<file path="config.mk">
export PLATFORM = sky130hd
export DESIGN_NAME = wrr_lock_arbiter
export DESIGN_NICKNAME = d
export VERILOG_FILES = /design/src/rtl/atomic_arb_pkg.sv /design/src/rtl/rr_pick_first.sv /design/src/rtl/wrr_lock_arbiter.sv
export SDC_FILE = /design/constraint.sdc
export NUM_CORES = 1
export LEC_CHECK = 0
export BUFFER_PORTS_ARGS = -buffer_cell sky130_fd_sc_hd__clkbuf_2
export CORE_MARGIN = 8
export CORE_UTILIZATION = 55
export DETAILED_ROUTE_END_ITERATION = 7
export GPL_TIMING_DRIVEN = 0
export PLACE_DENSITY = 0.77
export SLEW_MARGIN = 20
export SYNTH_ARGS = -nofsm -noshare
export SYNTH_HDL_FRONTEND = slang
export SYNTH_SLANG_ARGS = --single-unit
</file>
<file path="constraint.sdc">
create_clock -name clk -period 7.1 [get_ports clk]
set_input_delay 0 -clock clk [delete_from_list [all_inputs] [get_ports clk]]
set_output_delay 0 -clock clk [all_outputs]
set_load 0.05 [all_outputs]
</file>
<file path="src/rtl/atomic_arb_pkg.sv">
// Shared types and helpers for the weighted, lockable round-robin arbiter
// that sits in front of the SM atomic RMW pipeline.
package atomic_arb_pkg;

    localparam int MAX_VEC_W   = 256;
    localparam int MAX_FIELD_W = 8;

    typedef enum logic [1:0] {
        IDLE  = 2'd0,
        GRANT = 2'd1,
        LOCK  = 2'd2
    } arb_state_e;

    function automatic int clog2(input int n);
        int r;
        r = 0;
        for (int i = 0; i < 31; i++) begin
            r = ((32'sd1 <<< i) < n) ? i + 1 : r;
        end
        return (r == 0) ? 1 : r;
    endfunction

    // Field i of a packed weight vector; caller zero-extends the vector to MAX_VEC_W.
    function automatic logic [MAX_FIELD_W-1:0] weight_field(
        input logic [MAX_VEC_W-1:0] vec,
        input int                   idx,
        input int                   wbits
    );
        logic [MAX_FIELD_W-1:0] f;
        int                     pos;
        f   = '0;
        pos = 0;
        for (int b = 0; b < MAX_FIELD_W; b++) begin
            pos  = idx * wbits + b;
            f[b] = (b < wbits && pos >= 0 && pos < MAX_VEC_W) ? vec[pos] : 1'b0;
        end
        return f;
    endfunction

endpackage

</file>
<file path="src/rtl/rr_pick_first.sv">
// Rotating find-first-set: returns the first set request at or after ptr,
// wrapping modulo NREQ.
module rr_pick_first
    import atomic_arb_pkg::*;
#(
    parameter int NREQ  = 8,
    parameter int IDX_W = clog2(NREQ)
) (
    input  logic [NREQ-1:0]  req_i,
    input  logic [IDX_W-1:0] ptr_i,
    output logic             found_o,
    output logic [IDX_W-1:0] idx_o
);

    // Scan from the farthest position back towards ptr so the nearest hit wins.
    always_comb begin : pick
        int  cand;
        logic hit;
        found_o = 1'b0;
        idx_o   = '0;
        cand    = 0;
        hit     = 1'b0;
        for (int k = NREQ - 1; k >= 0; k--) begin
            cand    = int'(ptr_i) + k;
            cand    = (cand >= NREQ) ? cand - NREQ : cand;
            hit     = req_i[cand];
            found_o = found_o | hit;
            idx_o   = hit ? IDX_W'(cand) : idx_o;
        end
    end

endmodule

</file>
<file path="src/rtl/wrr_lock_arbiter.sv">
// Weighted round-robin arbiter with lock for multi-beat atomic RMW sequences.
// All outputs are registered; grant/grant_idx/valid/locked move together.
module wrr_lock_arbiter
    import atomic_arb_pkg::*;
#(
    parameter int NREQ     = 8,
    parameter int WEIGHT_W = 3,
    parameter int IDX_W    = clog2(NREQ)
) (
    input  logic                     clk,
    input  logic                     reset,
    input  logic [NREQ-1:0]          req,
    input  logic [NREQ*WEIGHT_W-1:0] weight,
    input  logic [NREQ-1:0]          lock,
    input  logic                     ack,
    output logic [NREQ-1:0]          grant,
    output logic [IDX_W-1:0]         grant_idx,
    output logic                     valid,
    output logic                     locked
);

    arb_state_e          state_q,  state_d;
    logic [IDX_W-1:0]    ptr_q,    ptr_d;
    logic [IDX_W-1:0]    gidx_q,   gidx_d;
    logic [WEIGHT_W-1:0] credit_q, credit_d;
    logic [NREQ-1:0]     grant_q,  grant_d;
    logic                valid_q,  valid_d;
    logic                locked_q, locked_d;

    logic [MAX_VEC_W-1:0] weight_ext_s;
    logic [IDX_W-1:0]     ptr_next_s;
    logic                 idle_found_s, ack_found_s;
    logic [IDX_W-1:0]     idle_idx_s,   ack_idx_s;
    logic [WEIGHT_W-1:0]  idle_w_s,     ack_w_s;
    logic [WEIGHT_W-1:0]  idle_credit_s, ack_credit_s;
    logic                 req_g_s, lock_g_s;

    function automatic logic [NREQ-1:0] to_onehot(input logic [IDX_W-1:0] i);
        return {{(NREQ-1){1'b0}}, 1'b1} << i;
    endfunction

    assign weight_ext_s = MAX_VEC_W'(weight);
    assign ptr_next_s   = (gidx_q == IDX_W'(NREQ - 1)) ? '0 : gidx_q + IDX_W'(1);
    assign req_g_s      = req[gidx_q];
    assign lock_g_s     = lock[gidx_q];

    rr_pick_first #(.NREQ(NREQ), .IDX_W(IDX_W)) u_pick_idle (
        .req_i   (req),
        .ptr_i   (ptr_q),
        .found_o (idle_found_s),
        .idx_o   (idle_idx_s)
    );

    // Ack path searches from just past the grantee, so it competes last.
    rr_pick_first #(.NREQ(NREQ), .IDX_W(IDX_W)) u_pick_ack (
        .req_i   (req),
        .ptr_i   (ptr_next_s),
        .found_o (ack_found_s),
        .idx_o   (ack_idx_s)
    );

    assign idle_w_s      = WEIGHT_W'(weight_field(weight_ext_s, int'(idle_idx_s), WEIGHT_W));
    assign ack_w_s       = WEIGHT_W'(weight_field(weight_ext_s, int'(ack_idx_s), WEIGHT_W));
    assign idle_credit_s = (idle_w_s == '0) ? WEIGHT_W'(1) : idle_w_s;
    assign ack_credit_s  = (ack_w_s == '0) ? WEIGHT_W'(1) : ack_w_s;

    // Next-state decision: load, hold, continue, rotate or abandon.
    always_comb begin
        state_d  = state_q;
        ptr_d    = ptr_q;
        gidx_d   = gidx_q;
        credit_d = credit_q;
        grant_d  = grant_q;
        valid_d  = valid_q;
        locked_d = locked_q;
        case (state_q)
            IDLE: begin
                if (idle_found_s) begin
                    state_d  = GRANT;
                    gidx_d   = idle_idx_s;
                    grant_d  = to_onehot(idle_idx_s);
                    credit_d = idle_credit_s;
                    valid_d  = 1'b1;
                    locked_d = 1'b0;
                end else begin
                    state_d  = IDLE;
                    valid_d  = 1'b0;
                end
            end
            GRANT, LOCK: begin
                if (ack) begin
                    if (lock_g_s) begin
                        state_d  = LOCK;
                        locked_d = 1'b1;
                    end else if (credit_q > WEIGHT_W'(1) && req_g_s) begin
                        state_d  = GRANT;
                        credit_d = credit_q - WEIGHT_W'(1);
                        locked_d = 1'b0;
                    end else begin
                        ptr_d = ptr_next_s;
                        if (ack_found_s) begin
                            state_d  = GRANT;
                            gidx_d   = ack_idx_s;
                            grant_d  = to_onehot(ack_idx_s);
                            credit_d = ack_credit_s;
                            valid_d  = 1'b1;
                            locked_d = 1'b0;
                        end else begin
                            state_d  = IDLE;
                            gidx_d   = '0;
                            grant_d  = '0;
                            credit_d = '0;
                            valid_d  = 1'b0;
                            locked_d = 1'b0;
                        end
                    end
                end else if (state_q == GRANT && !req_g_s) begin
                    // Requester withdrew before acceptance; a locked sequence cannot be abandoned.
                    state_d  = IDLE;
                    ptr_d    = ptr_next_s;
                    gidx_d   = '0;
                    grant_d  = '0;
                    credit_d = '0;
                    valid_d  = 1'b0;
                    locked_d = 1'b0;
                end else begin
                    state_d = state_q;
                end
            end
            default: begin
                state_d  = IDLE;
                ptr_d    = '0;
                gidx_d   = '0;
                grant_d  = '0;
                credit_d = '0;
                valid_d  = 1'b0;
                locked_d = 1'b0;
            end
        endcase
    end

    // State and output registers.
    always_ff @(posedge clk or negedge reset) begin
        if (!reset) begin
            state_q  <= IDLE;
            ptr_q    <= '0;
            gidx_q   <= '0;
            credit_q <= '0;
            grant_q  <= '0;
            valid_q  <= 1'b0;
            locked_q <= 1'b0;
        end else begin
            state_q  <= state_d;
            ptr_q    <= ptr_d;
            gidx_q   <= gidx_d;
            credit_q <= credit_d;
            grant_q  <= grant_d;
            valid_q  <= valid_d;
            locked_q <= locked_d;
        end
    end

    assign grant     = grant_q;
    assign grant_idx = gidx_q;
    assign valid     = valid_q;
    assign locked    = locked_q;

endmodule

</file>
### Word-level counts from Yosys, hierarchy flattened

Index checks and enable logic that the tools add are counted.

| operators by class | value |
|---|---|
| $add $sub $neg | 36 |
| multiply operators | 2 |
| magnitude comparators | 52 |
| equal/unequal tests | 7 |
| shift operators | 2 |
| multiplexer cells | 154 |
| bitwise gates (word level) | 15 |
| reduce and logical (&&, ||, !) cells | 18 |

Operator list:

| cell | count |
|---|---|
| $lt 32x5->1 const B | 16 |
| $mux 32 | 16 |
| $ge 32x5->1 const B | 14 |
| $sub 32x5->32 const B | 14 |
| $lt 32x10->1 const B | 12 |
| $ge 32x1->1 const B | 6 |
| $mux 3 | 34 |
| $add 32x2->32 const B | 2 |
| $add 32x3->32 const B | 2 |
| $mux 1 | 64 |
| $bmux 1 s3 | 18 |
| $bmux 1 s8 | 6 |
| $mux 8 | 6 |
| $add 3x3->4 const B | 8 |
| $pmux 3 s2 | 3 |
| $add 3x2->4 const B | 4 |
| $pmux 8 s2 | 1 |
| $shl 1x3->8 const A | 2 |
| $or 1x1->1 | 14 |
| $mul 3x2->5 const B | 2 |
| $sub 3x4->5 const B | 2 |
| $ne 3x3->1 const B | 3 |
| $add 3x1->4 const B | 2 |
| $ge 3x4->1 const B | 2 |
| other kinds (20) | 33 |

| storage, ports and cells | value |
|---|---|
| bits in registers | 21 |
| output and inout port bits | 13 |

### Logic depth before layout (Yosys ltp)

Gate-level depths: netlist (run 1).

| logic depth | value |
|---|---|
| depth after elaboration | 29 |
| gate-level depth with buffers | 26 |

### Hierarchy

Synthesis (run 1) repeated with hierarchy kept, for this count alone.

| second synthesis, totals | value |
|---|---|
| cells, all modules | 474 |
| area, all modules | 4682.0 um^2 |

Modules (own cells, without submodules):

| module | times used | cells each | area an instance (um^2) |
|---|---|---|---|
| wrr_lock_arbiter | 1 | 294 | 3118.0 |
| rr_pick_first | 2 | 90 | 782.0 |

### Worst setup path after synthesis (run 1)

No wires, ideal clock.

| path | value |
|---|---|
| path type | reg-to-reg |
| start | register ptr_q[1] |
| end | register credit_q[0] |
| data arrival time | 5.978 ns |
| data required time | 7.013 ns |
| path slack | 1.036 ns |
| stages on the path, launching flop included | 25 |
| clock period less this slack | 6.064 ns |
| path through | dfrtp_1 > buf_2 > buf_1 > inv_1 > ha_1 > clkbuf_1 > mux4_2 > mux2_2 > o31ai_1 > nand2_1 > o21ai_0 > a22oi_1 > a21oi_1 > mux2i_1 > o21ai_0 > ha_1 > clkbuf_1 > clkinv_1 > ha_1 > mux4_2 > a211o_1 > a311o_1 > nor3_1 > a211oi_1 > o211ai_1 |

| on the way | value |
|---|---|
| cells in the longest elaborated chain, start to end | 24 |

RTL lines:

| item | RTL line | RTL |
|---|---|---|
| start: declaration | wrr_lock_arbiter.sv:23 | `logic [IDX_W-1:0] ptr_q, ptr_d;` |
| start signal: assignment | wrr_lock_arbiter.sv:154 | `ptr_q <= ptr_d;` |
| $add 3x3->4 | rr_pick_first.sv:24 | `cand = int'(ptr_i) + k;` |
| $sub 32x5->32 / $ge 32x5->1 (equally long branches) | rr_pick_first.sv:25 | `cand = (cand >= NREQ) ? cand - NREQ : cand;` |
| $mux 32 | rr_pick_first.sv:25 |  |
| $bmux 1 s3 | rr_pick_first.sv:26 | `hit = req_i[cand];` |
| $mux 1 (implied by the code) (2 in series) | rr_pick_first.sv:26 |  |
| $mux 3 (8 in series) | rr_pick_first.sv:28 | `idx_o = hit ? IDX_W'(cand) : idx_o;` |
| $mul 3x2->5 | n/a |  |
| $add 32x2->32 / $add 32x3->32 (equally long branches) | atomic_arb_pkg.sv:34 | `pos = idx * wbits + b;` |
| $bmux 1 s8 | atomic_arb_pkg.sv:35 | `f[b] = (b < wbits && pos >= 0 && pos < MAX_VEC_W) ? vec[pos] : 1'b0;` |
| $mux 1 (implied by the code) (2 in series) | atomic_arb_pkg.sv:35 |  |
| $mux 1 | atomic_arb_pkg.sv:35 |  |
| $logic_not 3->1 | wrr_lock_arbiter.sv:64 | `assign idle_credit_s = (idle_w_s == '0) ? WEIGHT_W'(1) : idle_w_s;` |
| $mux 3 | wrr_lock_arbiter.sv:64 |  |
| $mux 3 | wrr_lock_arbiter.sv:78 | `if (idle_found_s) begin` |
| $pmux 3 s2 | wrr_lock_arbiter.sv:76 | `case (state_q)` |
| end signal: assignment | wrr_lock_arbiter.sv:156 | `credit_q <= credit_d;` |
| end: declaration | wrr_lock_arbiter.sv:25 | `logic [WEIGHT_W-1:0] credit_q, credit_d;` |

Several ways; a longest one is shown, not always the timed one. The select of a mux whose other input is x is not followed.
A chain may end at the register's enable or synchronous reset.

### Final worst setup path (run 1)

| path | value |
|---|---|
| start | register gidx_q[1] (netlist: grant_idx[1]) |
| end | register credit_q[0] |

| on the way | value |
|---|---|
| cells in the longest elaborated chain, start to end | 29 |

RTL lines:

| item | RTL line | RTL |
|---|---|---|
| start: declaration | wrr_lock_arbiter.sv:24 | `logic [IDX_W-1:0] gidx_q, gidx_d;` |
| start signal: assignment | wrr_lock_arbiter.sv:155 | `gidx_q <= gidx_d;` |
| $add 3x1->3 / $eq 3x3->1 (equally long branches) | wrr_lock_arbiter.sv:43 | `assign ptr_next_s = (gidx_q == IDX_W'(NREQ - 1)) ? '0 : gidx_q + IDX_W'(1);` |
| $mux 3 | wrr_lock_arbiter.sv:43 |  |
| $add 3x3->4 | rr_pick_first.sv:24 |  |
| $sub 32x5->32 / $ge 32x5->1 (equally long branches) | rr_pick_first.sv:25 |  |
| $mux 32 | rr_pick_first.sv:25 |  |
| $bmux 1 s3 | rr_pick_first.sv:26 |  |
| $mux 1 (implied by the code) (2 in series) | rr_pick_first.sv:26 |  |
| $mux 3 (8 in series) | rr_pick_first.sv:28 |  |
| [5 not listed] | n/a |  |
| $mux 1 | atomic_arb_pkg.sv:35 |  |
| $logic_not 3->1 | wrr_lock_arbiter.sv:65 | `assign ack_credit_s = (ack_w_s == '0) ? WEIGHT_W'(1) : ack_w_s;` |
| $mux 3 | wrr_lock_arbiter.sv:65 |  |
| $mux 3 | wrr_lock_arbiter.sv:101 | `if (ack_found_s) begin` |
| $mux 3 | wrr_lock_arbiter.sv:95 | `end else if (credit_q > WEIGHT_W'(1) && req_g_s) begin` |
| $mux 3 | wrr_lock_arbiter.sv:92 | `if (lock_g_s) begin` |
| $mux 3 | wrr_lock_arbiter.sv:91 | `if (ack) begin` |
| $pmux 3 s2 | wrr_lock_arbiter.sv:76 |  |

Several ways; a longest one is shown, not always the timed one. The select of a mux whose other input is x is not followed.

==> results of run 1 <==
-- state kept, by name, indices dropped and copies added, names as in the netlist --
register   count
state_q        2
valid          1
grant_idx      3
ptr_q          3
credit_q       3
locked         1
grant          8
-- what timing repair did --
| action | 4_1_cts | 5_1_grt |
|---|---|---|
| hold buffers | 1 | 0 |
| endpoints found under the setup margin | 2 | 3 |
| gates resized for setup | 3 | 6 |
| endpoints found under the hold margin | 21 | 0 |
-- layout make-up --
cell class / instances / area [µm²]
clock buffer: 3 / 41.29
buffer: 38 / 201.4
clock inverter: 1 / 5.005
inverter: 20 / 81.33
sequential: 21 / 525.5
timing repair buffer: 56 / 285.3
multi-input combinational: 462 / 4056
tap: 108 / 135.1
fill: 770 / 3304
-- critical path, stage by stage (launching register included) --
cell and delay [ns]:
dfrtp_1 0.51, ha_1 0.29, ha_1 0.20, buf_6 0.13
nor2_2 0.29, mux4_2 0.58, mux2i_1 0.38, o311a_1 0.26
o41ai_1 0.09, a2111oi_0 0.56, a21oi_2 0.17, ha_1 0.33
fa_1 0.55, clkbuf_1 0.30, xor2_2 0.31, mux4_2 0.35
mux2_1 0.32, o21ai_0 0.18, o21ai_0 0.14, o211a_1 0.26
or2_1 0.23, o211ai_1 0.16
-- cell families (layout without fill, tap and decap cells) --
kind of cell    count (synthesis)  count (layout)  share of synthesized area
buf+inv                        60             118                    0.05860
mux                           108             108                     0.3575
flops                          21              21                     0.1084
xor+xnor                       15              15                    0.02865
compound gates                144             144                     0.2016
simple gates                  169             169                     0.1750
fa+ha+maj                      26              26                    0.07021
-- layer usage --
layer	vias to the layer above	part of all wire
met4	0	0.0097
met2	289	0.48
met3	23	0.10
met1	2384	0.41
met5	-	0
li1	2226	-
-- per-stage QoR --
| step | setup slack, ns | hold slack [ns] | util |
|---|---|---|---|
| finish | 0.4304 | 0.09951 | 0.6174 |
| global placement | -0.2426 | 0.001196 | 0.6088 |
| global route | -0.0002824 | 0.09191 | 0.6174 |
| CTS | 0.02874 | 0.07192 | 0.6162 |
| detailed placement | -0.4419 | 0.007369 | 0.6088 |
| floorplan | 1.036 | -0.2956 | - |
-- cell usage in the layout (no fill, tap or decap), drive strengths merged, types with 6 or more instances in the layout --
cell type	n
a211oi	7
a21o	6
a21oi	26
a22oi	16
a31oi	9
and2	7
buf	15
clkbuf	81
dfrtp	21
ha	24
inv	17
mux2	15
mux2i	43
mux4	50
nand2	46
nand3	9
nor2	39
nor2b	10
nor3	18
nor4	8
o21ai	34
or2	6
xnor2	8
xor2	7
-- worst paths after layout --
path                              start      endpoint  slack [ns]  cells after the start
max                        grant_idx[1]   credit_q[0]        0.43                     21
min                                 ack    state_q[1]         0.1                      3
max reg2reg                grant_idx[1]   credit_q[0]        0.43                     21
min reg2reg                    grant[7]      grant[7]        0.48                      2
max in group asynchronous         reset  grant_idx[1]        6.51                      2
min in group asynchronous         reset      grant[7]        0.24                      2
==> impl_results.md, run 1 <==
* WL/cell at 20.58 µm
* Arrival @ worst endpoint at 6.86 ns
* Gpl congestion at 0.9493
* Clock-pin slew on the worst setup and hold paths at 0.08 ns
* Max-slew violations at 0
* Worst setup EP type: register
* Actual slew at the worst max-slew pin at 0.8879 ns
* Top Usage Layer GRT: met2
* Dominant cells by area after synthesis: mux4_2, dfrtp_1, mux2i_1
* DRT iter0 DRCs at 548
* CTS max path bufs at 2
* Worst-path fanout max at 8
* Area delta synth->final at 9.990%
* Antenna Nets Post-Route at 0
* Mapped cell area at 0.004847 mm²
* Register area share after synthesis at 0.1084
* Fraction of registers with async set/reset at 1.000
* Met3 Track Usage GR at 0.03927
* Post-route DRC at 0
* Min Tclk post-route at 6.670 ns
* Final std cells w/o fill at 709
* Critical path class: reg2reg
* Number of synthesized flops with an enable pin at 0
* First-pass GRT wire length at 23650 µm
* Number of global-route vias before repair at 4721
* Share of the synthesized area in the top cell type at 0.2277
* Num CTS Buffers at 3
* Via Count at 4922
* Final setup viols at 0
* Vias per std cell at 6.942
* Root Buffer: clkbuf_8
* Post-CTS Setup Repair Bufs at 0
* Mapped Nets at 612
* GRT met2 Usage at 0.3823
* Die X at 109.9 µm
* Placed cells at 706
* I/O pins at 56
* CTS tree: built
* Main flop type after synthesis: dfrtp_1
* Leading area contributor after synthesis: mux4_2
* GR Layer Usage met1 at 0.3324
* Commonest cells in the netlist: mux4_2, nand2_1, mux2i_1
* Dpl cell area at 0.005258 mm²
* IO Port Bufs at 55
* Fmax achieved at 149.9 MHz
* Remaining Overflow, GRT at 0
* Total GRT Usage at 0.2404
* Net count, final at 671
* Starting Density at 0.5613
* Initial antenna violation count at 0
* Gate Count Post-Synth at 543
* Largest net degree at the start of global routing at 22
* Startpoint Class: register
* H-tree Lvls at 1
* Syn_area_per_cell at 8.927 µm²
* Core ar. at 0.008636 mm²
* Critical Path RT at 7.29 ns
* Rows at 34
* Final Hold Viols at 0
* WL final at 14590 µm
* Layout Skew at 0.005066 ns
* Detailed Routing Iterations Pass 1 at 7
* Yosys Warn Count at 0
* DIE HEIGHT at 109.9 µm
* Status: finished clean
* Diodes inserted at 0
* FF+latch count, synth at 21
* Setup TNS at 0 ns
* Post-DP HPWL at 11260 µm
* Maxcap violations at 0
* Max_slew headroom at 0.4061
* Die area at 0.01207 mm²
* Min-Delay Path Class: in2reg
* Clock Latency Late Sink at 0.27 ns
* Final cycle utilization of the critical path at 0.9394
* Final instance area at 0.005331 mm²
* Layout cells sized above 1 at 0.2629
* Most common cell in the netlist: mux4_2
* Clock sinks at 21
* Library cells used by synthesis at 76
Power of run 1 is left out: the tool's default activity adds up to more than one toggle a clock period on the data nets, which glitch-free logic cannot reach.
==> inputs of run 2 (changes only) <==
Settings changed: CORE_MARGIN 8 to 3.
Clock period 7.1 ns to 7.64 ns, I/O delays scaled along.
==> run 2 against run 1 <==
Net effect:
- sequential share of layout area about the same
- worst setup slack improved by 0.30 ns
- wire length fell by 1.8%
- utilization rose by 1.6 points
- count of clock-buffer cells in the layout increased by 1
- critical endpoint unchanged
==> impl_results.md, run 2 (synthesis gave the netlist of run 1 again) <==
* Rows at 33
* Min Tclk post-route at 6.910 ns
* Diodes inserted at 0
* Layout cells sized above 1 at 0.2508
* Detailed Routing Iterations Pass 1 at 5
* Ordered cell list for the critical path: buf_2, buf_1, inv_1, ha_1, clkbuf_1, mux4_2, mux2_2, o22ai_1, a31oi_1, mux2i_1, buf_2, ha_1, clkinv_1, ha_1, mux4_2, a211o_1, a311o_1, nor3_1, a211oi_1, o211ai_1
* Antenna Nets Post-Route at 0
* DRT iter0 DRCs at 354
* Most common cell after layout, fill and taps aside: clkbuf_2
* Fmax achieved at 144.7 MHz
* Post-DP HPWL at 11180 µm
* Filler Cells Inserted at 747
* Initial antenna violation count at 0
* Critical Path End: credit_q[0]
* Net count, final at 672
* Largest net degree at the start of global routing at 22
* Final setup viols at 0
* First-pass GRT wire length at 23490 µm
* Worst-path fanout max at 11
* Arrival @ worst endpoint at 7.09 ns
* Fin Hold WS at 0.1231 ns
* Root Buffer: clkbuf_8
* Number of global-route vias before repair at 4738
* Die X at 99.88 µm
* CP max stage cell: ha_1
* Actual slew at the worst max-slew pin at 0.8599 ns
* WL/cell at 20.28 µm
* Worst setup EP type: register
* IO Port Bufs at 55
* RSZ-0062 raised after global routing: false
* Total GRT Usage at 0.2849
* Critical Path RT at 7.82 ns
* Startpoint Class: register
* CP max stage delay at 0.58 ns
* Max-slew violations at 0
* CTS max path bufs at 2
* Remaining Overflow, GRT at 0
* Clock-pin slew on the worst setup and hold paths at 0.08 ns
* H-tree Lvls at 1
* Status: finished clean
* Vias per std cell at 6.943
* R2R Path End: credit_q[0]
* Gpl congestion at 1.016
* Die area at 0.009975 mm²
* DIE HEIGHT at 99.88 µm
* Core ar. at 0.008382 mm²
* Layout Skew at 0.001835 ns
* CP Buf/Inv Count at 6
* WP depth at 20
* Area delta synth->final at 9.525%
* Critical path class: reg2reg
* Max reg flops at 8
* WL final at 14340 µm
* Starting Density at 0.5783
* Clock Latency Late Sink at 0.26 ns
* R2r worst-path depth at 20
* Num CTS Buffers at 3
* Post-layout util at 0.6334
* R2r setup slk at 0.73 ns
* Reg-to-reg startpoint: ptr_q[1]
* Maxcap violations at 0
* Post-route DRC at 0
* Via Count at 4909
* Max_slew headroom at 0.4248
* CP delay by family, top: buffers and inverters
* Final cycle utilization of the critical path at 0.9045
* Commonest cells after routing, fill and taps aside: clkbuf_2, mux4_2, nand2_1, mux2i_1, nor2_1
* I/O pins at 56
* CTS tree: built
* Setup TNS at 0 ns
* Most used cell, CP: ha_1
* Clock sinks at 21
* Worst setup path start: ptr_q[1]
* Min-Delay Path Class: in2reg
* Final Hold Viols at 0
run 2: cell count changes in the layout (fill, tap and decap cells not counted), sizes merged:
cell,before,now
buf,15,17
clkinvlp,1,0
run 2: worst min-delay path by stage:
stage                   to  cells past startpoint  start  slack [ns]
2_1_floorplan  credit_q[0]                      0  reset       -0.30
3_3_place_gp        locked                      1  reset      -0.007
3_5_place_dp        locked                      1  reset     -0.0003
4_1_cts         state_q[1]                      3    ack        0.11
5_1_grt         state_q[1]                      3    ack        0.14
6_report        state_q[1]                      3    ack        0.12
run 2: metal layers:
metal | global-route usage | vias to the layer above | share of wire
met3 | 0.04448 | 26 | 0.080
met2 | 0.4597 | 266 | 0.47
met5 | 0 | - | 0
li1 | - | 2237 | -
met1 | 0.4097 | 2380 | 0.43
met4 | 0.05252 | 0 | 0.016
run 2: final cells by class:
type                            instances  area (µm²)  share of cell area
Multi-Input combinational cell        462        4041              0.7613
Sequential cell                        21       525.5             0.09899
Timing Repair Buffer                   56       285.3             0.05374
Buffer                                 39       202.7             0.03818
Tap cell                              105       131.4             0.02475
Inverter                               20       77.57             0.01461
Clock buffer                            4       45.04            0.008485
run 2: repair_timing:
item	4_1_cts	5_1_grt
setup buffers	0	0
gates resized for setup	0	2
endpoints found under the hold margin	21	0
hold buffers	1	0
setup endpoints to repair	0	2
run 2: worst register-to-register path, delay by kind of cell (launching register included):
| kind | cells | cell delay [ns] |
|---|---|---|
| buf+inv | 6 | 2.00 |
| mux | 4 | 1.74 |
| fa+ha+maj | 3 | 1.42 |
| compound gates | 6 | 1.09 |
| flops | 1 | 0.35 |
| simple gates | 1 | 0.21 |
run 2: per-stage QoR:
stage	instance area, µm²	cells	worst slack, ns
2_1_floorplan	4847	543	1.576
3_3_place_gp	5254	703	0.2848
3_5_place_dp	5254	703	0.1108
4_1_cts	5309	708	0.09510
5_1_grt	5309	707	0.1235
6_report	5309	707	0.7298
Power of run 2 is left out for the same reason.
